`src/rtl/seg7_display_scheduler.sv`:
```
// Round-robin sharing of a 4-digit BCD seven-segment display between NREQ requesters,
// with a minimum hold time per grant and a free-running scan tick prescaler.
// Optional feature macro: SEG7_LEADING_ZERO_BLANK_EN (blank leading zero digits on latch).
module seg7_display_scheduler #(
  parameter int unsigned NREQ        = 3,
  parameter int unsigned HOLD_CYCLES = 1000,
  parameter int unsigned SCAN_DIV    = 16,
  parameter int unsigned CNT_W       = 16
) (
  input  logic                 clk,
  input  logic                 reset,
  input  logic                 clear,
  input  logic [NREQ-1:0]      req,
  input  logic [16*NREQ-1:0]   data,
  output logic [NREQ-1:0]      grant,
  output logic                 busy,
  output logic [1:0]           owner,
  output logic [15:0]          bcd_out,
  output logic                 scan_tick
);

  localparam int unsigned BCD_W = 16;
  localparam logic [BCD_W-1:0] BLANK = 16'hFFFF;

  typedef enum logic [0:0] {IDLE, HOLD} state_t;

  state_t            state_q, state_d;
  logic [NREQ-1:0]   grant_d;
  logic              busy_d;
  logic [1:0]        owner_d;
  logic [BCD_W-1:0]  bcd_d;
  logic [CNT_W-1:0]  hold_q, hold_d;
  logic [CNT_W-1:0]  pre_q, pre_d;

  // Requests and data slices padded to four entries so a 2-bit index is always in range
  logic [3:0]        req4;
  logic [BCD_W-1:0]  slice [4];

  assign req4 = 4'(req);

  for (genvar i = 0; i < 4; i++) begin : g_slice
    if (i < NREQ) begin : g_used
      assign slice[i] = data[16*i +: 16];
    end else begin : g_pad
      assign slice[i] = BLANK;
    end
  end

  function automatic logic [BCD_W-1:0] format_bcd(input logic [BCD_W-1:0] v);
`ifdef SEG7_LEADING_ZERO_BLANK_EN
    logic [BCD_W-1:0] r;
    logic             leading;
    r       = v;
    leading = 1'b1;
    for (int d = 3; d >= 1; d--) begin
      if (leading && (v[4*d +: 4] == 4'h0)) r[4*d +: 4] = 4'hF;
      else leading = 1'b0;
    end
    return r;
`else
    return v;
`endif
  endfunction

  // Round-robin winner: first requester after the current owner
  logic       found;
  logic [1:0] win;

  always_comb begin
    int unsigned idx;
    found = 1'b0;
    win   = 2'd0;
    idx   = 0;
    for (int unsigned k = 1; k <= NREQ; k++) begin
      idx = 32'(owner) + k;
      if (idx >= NREQ) idx = idx - NREQ;
      if (!found && req4[2'(idx)]) begin
        found = 1'b1;
        win   = 2'(idx);
      end
    end
  end

  // Next-state and registered-output logic
  always_comb begin
    state_d = state_q;
    grant_d = '0;
    busy_d  = busy;
    owner_d = owner;
    bcd_d   = bcd_out;
    hold_d  = hold_q;
    if (clear) begin
      state_d = IDLE;
      busy_d  = 1'b0;
      bcd_d   = BLANK;
      hold_d  = '0;
    end else begin
      case (state_q)
        IDLE: begin
          busy_d = 1'b0;
          if (found) begin
            grant_d = NREQ'(1) << win;
            bcd_d   = format_bcd(slice[win]);
            owner_d = win;
            hold_d  = CNT_W'(HOLD_CYCLES - 1);
            busy_d  = 1'b1;
            state_d = HOLD;
          end
        end
        HOLD: begin
          busy_d = 1'b1;
          if (hold_q == '0) begin
            state_d = IDLE;
            busy_d  = 1'b0;
          end else begin
            hold_d = hold_q - CNT_W'(1);
          end
        end
        default: begin
          state_d = IDLE;
          busy_d  = 1'b0;
        end
      endcase
    end
  end

  always_ff @(posedge clk or posedge reset) begin
    if (reset) begin
      state_q <= IDLE;
      grant   <= '0;
      busy    <= 1'b0;
      owner   <= 2'(NREQ - 1);
      bcd_out <= BLANK;
      hold_q  <= '0;
    end else begin
      state_q <= state_d;
      grant   <= grant_d;
      busy    <= busy_d;
      owner   <= owner_d;
      bcd_out <= bcd_d;
      hold_q  <= hold_d;
    end
  end

  // Scan prescaler; tick is registered so it is high while the count sits at SCAN_DIV-1
  assign pre_d = (pre_q == CNT_W'(SCAN_DIV - 1)) ? '0 : pre_q + CNT_W'(1);

  always_ff @(posedge clk or posedge reset) begin
    if (reset) begin
      pre_q     <= '0;
      scan_tick <= 1'b0;
    end else begin
      pre_q     <= pre_d;
      scan_tick <= (pre_d == CNT_W'(SCAN_DIV - 1));
    end
  end

endmodule

```
`config.mk`:
```
export PLATFORM = sky130hd
export DESIGN_NAME = seg7_display_scheduler
export DESIGN_NICKNAME = d
export VERILOG_FILES = /design/src/rtl/seg7_display_scheduler.sv
export SDC_FILE = /design/constraint.sdc
export NUM_CORES = 1
export LEC_CHECK = 0
export ABC_AREA = 1
export CAP_MARGIN = 15
export CELL_PAD_IN_SITES_DETAIL_PLACEMENT = 1
export CELL_PAD_IN_SITES_GLOBAL_PLACEMENT = 2
export CORE_ASPECT_RATIO = 1.2
export CORE_MARGIN = 5
export CORE_UTILIZATION = 30
export DETAILED_ROUTE_END_ITERATION = 10
export PLACE_DENSITY_LB_ADDON = 0.12
export SYNTH_ARGS = -nofsm -noshare
export SYNTH_HDL_FRONTEND = slang
export SYNTH_SLANG_ARGS = --single-unit
```
`constraint.sdc`:
```
create_clock -name clk -period 4.38 [get_ports clk]
set_input_delay 1.095 -clock clk [delete_from_list [all_inputs] [get_ports clk]]
set_output_delay 1.095 -clock clk [all_outputs]
set_load 0.01 [all_outputs]
```
Word level (Yosys, flattened, before mapping)
Index checks and enable logic that the tools add are counted.
Widths: inputs -> output; s select.
- output and inout bits: 23
- register bits after elaboration: 55
- bits of input ports: 54
- logic and storage cells: 73
- multiplexer cells: 33
- magnitude comparators: 7
- equality and inequality tests: 5
- reduce and logical (&&, ||, !) cells: 9
- shifts and indexed selects: 1
- bitwise gates (word level): 3
- add/subtract/negate cells: 8
- operators with widths (operator ; count):
    $mux 16 ; 9
    $bmux 16 s2 ; 1
    $eq 16x4->1 const B ; 2
    $pmux 16 s2 ; 1
    $add 16x1->16 const B ; 1
    $logic_not 16->1 ; 1
    $sub 16x1->16 const B ; 1
    $mux 2 ; 6
    $ge 3x2->1 const B ; 3
    $lt 2x3->1 const B ; 3
    $mux 1 ; 9
    $mux 3 ; 3
    $add 2x2->3 const B ; 2
    $bmux 1 s2 ; 3
    $ne 3x3->1 const B ; 2
    $sub 2x2->2 const B ; 3
    $reduce_and 2->1 ; 2
    $add 2x1->3 const B ; 1
    $ge 3x3->1 const B ; 1
    $not 2->3 ; 1
    $reduce_and 3->1 ; 1
    $shl 1x2->3 const A ; 1
    $logic_and 1x1->1 ; 2
    $logic_not 1->1 ; 2
    4 further kinds ; 5

Logic depth before layout (Yosys ltp)
- depth after elaboration: 19
- gate-level depth with buffers: 17
- mapped depth without buffers: 15

Least setup slack after synthesis
OpenSTA, ideal clock, no wires.
- path kind: input port to flip-flop
- from: input req[1]
- to: register hold_q[10]
- stages: 11
- required time: 4263 ps
- setup time: 117 ps
- buffers on the path: 1
- slack: 2048 ps
- arrival time: 2215 ps
- path through: inv_1 -> nand2_1 -> a21oi_2 -> nand2_1 -> o21ai_4 -> inv_2 -> nor2_4 -> nand2_2 -> buf_6 -> nand3_1 -> nand2_1
- longest elaborated chain between the ends: 11
- elaborated cells between the ends (all ways): 15
- those cells by class: 1 x eq/ne; 9 x mux; 5 x reduce/logical
- RTL lines (element ; RTL line ; RTL):
    start, declared ; 13 ; input logic [NREQ-1:0] req,
    $bmux 1 s2 ; 77 ; if (!found && req4[2'(idx)]) begin
    $mux 1 (implied by the code) ; 77 ;
    $mux 1 ; 77 ;
    $logic_not 1->1 ; 77 ;
    $logic_and 1x1->1 ; 77 ;
    $mux 1 ; 77 ;
    $logic_not 1->1 ; 77 ;
    $logic_and 1x1->1 ; 77 ;
    $mux 1 (*) ; 77 ;
    $ne 3x3->1 (no source line) (*) ; -- ;
    $reduce_and 2->1 (no source line) (*) ; -- ;
    end signal, assigned ; 141 ; hold_q <= hold_d;
    end, declared ; 32 ; logic [CNT_W-1:0] hold_q, hold_d;
Every way passes the cells marked *; elsewhere a longest branch is shown, timed or not. The select of a mux whose other input is x is not followed.
A chain may end at the register's enable or synchronous reset.

Worst setup path after layout
- from: input req[2]
- to: register bcd_out[9]
- longest elaborated chain between the ends: 16
- elaborated cells between the ends (all ways): 25
- those cells by class: 18 x mux; 1 x bitwise; 6 x reduce/logical
- RTL lines (element ; RTL line ; RTL):
    $bmux 1 s2 ; 77 ;
    $mux 1 (implied by the code) ; 77 ;
    $mux 1 ; 77 ;
    $logic_not 1->1 ; 77 ;
    $logic_and 1x1->1 ; 77 ;
    $mux 1 ; 77 ;
    $logic_not 1->1 ; 77 ;
    $logic_and 1x1->1 ; 77 ;
    $mux 2 ; 77 ;
    $not 2->3 (implied by the code) ; 103 ; bcd_d = format_bcd(slice[win]);
    $bmux 16 s2 ; 103 ;
    $mux 16 (implied by the code) (2 in a row) ; 103 ;
    $mux 16 ; 101 ; if (found) begin
    $mux 16 ; 98 ; case (state_q)
    $mux 16 ; 92 ; if (clear) begin
    end signal, assigned ; 133 ; bcd_out <= BLANK;
    end signal, assigned ; 140 ; bcd_out <= bcd_d;
    end, declared ; 18 ; output logic [15:0] bcd_out,
Parallel ways exist; a longest one is shown, timed or not. The select of a mux whose other input is x is not followed.

==> qor.csv <==
metric,value,unit
core-area,11000,sq um
grt_busiest_layer,met2,
slew_viol_final,0,
synthTopCellsByArea,"dfrtp_1, dfstp_2, nand2_1",
ys_seq_area_share,41.2,%
grt_pass1_wl,17100,microns
gp_congestion,0.808,
rows,42,
cts_made_buffers,5,
status,"complete, no violations",
avgSynthCellArea,7.27,sq um
hold_class,register to register,
ys_ff_latch,55,
crit_type,input pin to register,
finalHoldViolCount,0,
drt_iter0_drc,101,
cts_hold_buf,0,
met1_usage,18.9,%
drc,0,
gr-usage-met2,26.1,%
fin_crit_sh,65.0,%
setup_viol,0,
fin_skew,0.00589,ns
grtUsageTotal,15.5,%
setup_ws,1.53,ns
grt_max_degree,34,
final_cell_mix,"nand2_1, clkdlybuf4s50_1, inv_1",
area_growth,31.2,%
fin_setup_tns,0,ns
leakagePower,0.00213,uW
timing.hold.ws,0.519,ns
use_met3,4.27,%
max_clock_freq,351,MHz
diodes,0,
slew_headroom,32.9,%
power.density,723,nW/um^2
clock_tree.root_cell,clkbuf_16,
fin_nets,601,
die_y,126,microns
cts_tree,yes,
fin_crit,2.85,ns
cts_setup_buffers,0,
ant_nets,0,
start_util,30.7,%
syn_nets,528,
via_per_inst,4.86,
cp-end-kind,register,
clk_latency,0.30,ns
rsz0062_at_grt,false,
htreeDepth,2,
critPathRequiredTime,4.62,ns
die_area,13500,sq um
io_buffer_count,76,
antenna_found_initial,0,
wl_per_cell,14.9,microns
ctsResizeCount,0,
cp_max_fo,17,
dieWidth,107,microns
cp-start-kind,input pin,
syn-cell-area,3390,sq um
hpwl,7590,microns
place_ws,1.18,ns
io-pin-count,77,
clkTransAtPathRegs,0.07,ns
maxCapViolations,0,
synth_top_area_share,28.1,%
crit_arrival,3.09,ns
drt_pass1_iterations,4,
drive_above_1_share,8.52,%
max_slew.worst_pin.slew,1.00,ns
final_common_cell,nand2_1,
yosys_warnings,0,
grt_pass1_vias,3487,
vias,3264,
wl,10000,microns
clock-sinks,55,
cts_buffer_depth,2,
synthCells,466,
synth_top_cell_by_area,dfrtp_1,
gr-total-overflow,0,
vdd_drop_max,0.313,mV
ys_types,35,
## worst max-delay path, stage by stage
cell	delay, ns
clkdlybuf4s50_1	0.49
nand2_1	0.10
o21ai_2	0.19
inv_2	0.05
nand3_1	0.13
nand3_2	0.37
nand2_4	0.35
nand2_1	0.10
nand3_1	0.09
nand2_1	0.05
nand2_1	0.05
## cell type report
type,count,area (sq um)
multi-input combinational,330,1660
timing repair buffer,79,783
inverter,68,255
fill,1394,6590
tap,132,165
clock inverter,2,60.1
sequential,55,1400
clock buffer,6,129
## where the power goes
part           internal [uW]  switching, uW  leakage [uW]
Clock                    328            191     0.0000911
Sequential               677           96.2      0.000690
Combinational            663           1260       0.00135
Total                   1670           1550       0.00213
## flip-flops by register name (all words and copies together), names as in the netlist
name       count
pre_q         16
grant          3
bcd_out       16
hold_q        16
state_q        1
scan_tick      1
owner          2
## path summary, 6_finish.rpt
| kind | startpoint | to | slack, ns | depth (start not counted) |
|---|---|---|---|---|
| max | req[2] | bcd_out[9] | 1.53 | 11 |
| min | pre_q[15] | pre_q[15] | 0.52 | 1 |
| max reg2reg | owner[1] | bcd_out[9] | 1.68 | 14 |
| min reg2reg | pre_q[15] | pre_q[15] | 0.52 | 1 |
| max in group asynchronous | reset | owner[0] | 2.46 | 3 |
| min in group asynchronous | reset | scan_tick | 1.24 | 2 |
## cell usage after synthesis
library cell	n
o21bai_1	1
o21ai_2	1
buf_4	1
a31oi_1	1
inv_1	61
nor2_4	1
xor2_1	11
inv_2	6
nand2_4	1
ha_1	8
xnor2_1	3
dfrtp_1	38
nand2_2	2
o21a_1	1
a21oi_1	40
buf_6	3
o21ai_1	4
o21ai_0	9
o22ai_1	5
buf_2	4
nor3_1	13
clkinv_1	1
nand3_2	1
o21ai_4	1
dfstp_2	17
nand2_1	116
nand3_4	1
nor4_1	1
nand4_1	9
nand3_1	55
clkbuf_1	5
or2_2	1
nor3b_1	1
nor2_1	40
a21oi_2	3
## per-stage QoR
stage	std cells	util, %	cell area (sq um)	total power (uW)
floorplan	466	-	3390	2200
finish	672	40.3	4450	3210
global route	672	40.3	4450	3540
detailed placement	664	38.6	4260	2740
CTS	672	40.3	4450	3270
global placement	664	38.6	4260	2720
## kinds of logic (layout without fill, tap and decap cells)
group | after synthesis | after routing | share of synthesized area [%]
buffers and inverters | 81 | 155 | 9.89
flip-flops | 55 | 55 | 41.2
AO/OA/AOI/OAI | 66 | 66 | 10.9
XOR/XNOR | 14 | 14 | 3.62
adder cells (fa/ha/maj) | 8 | 8 | 2.95
AND/OR/NAND/NOR | 242 | 242 | 31.4
## layer usage
metal	vias to the layer above	wire, microns
li1	1644	-
met3	11	551
met2	60	4930
met1	1549	4360
met5	-	0
met4	0	189
Power figures use the tool's default switching activity.
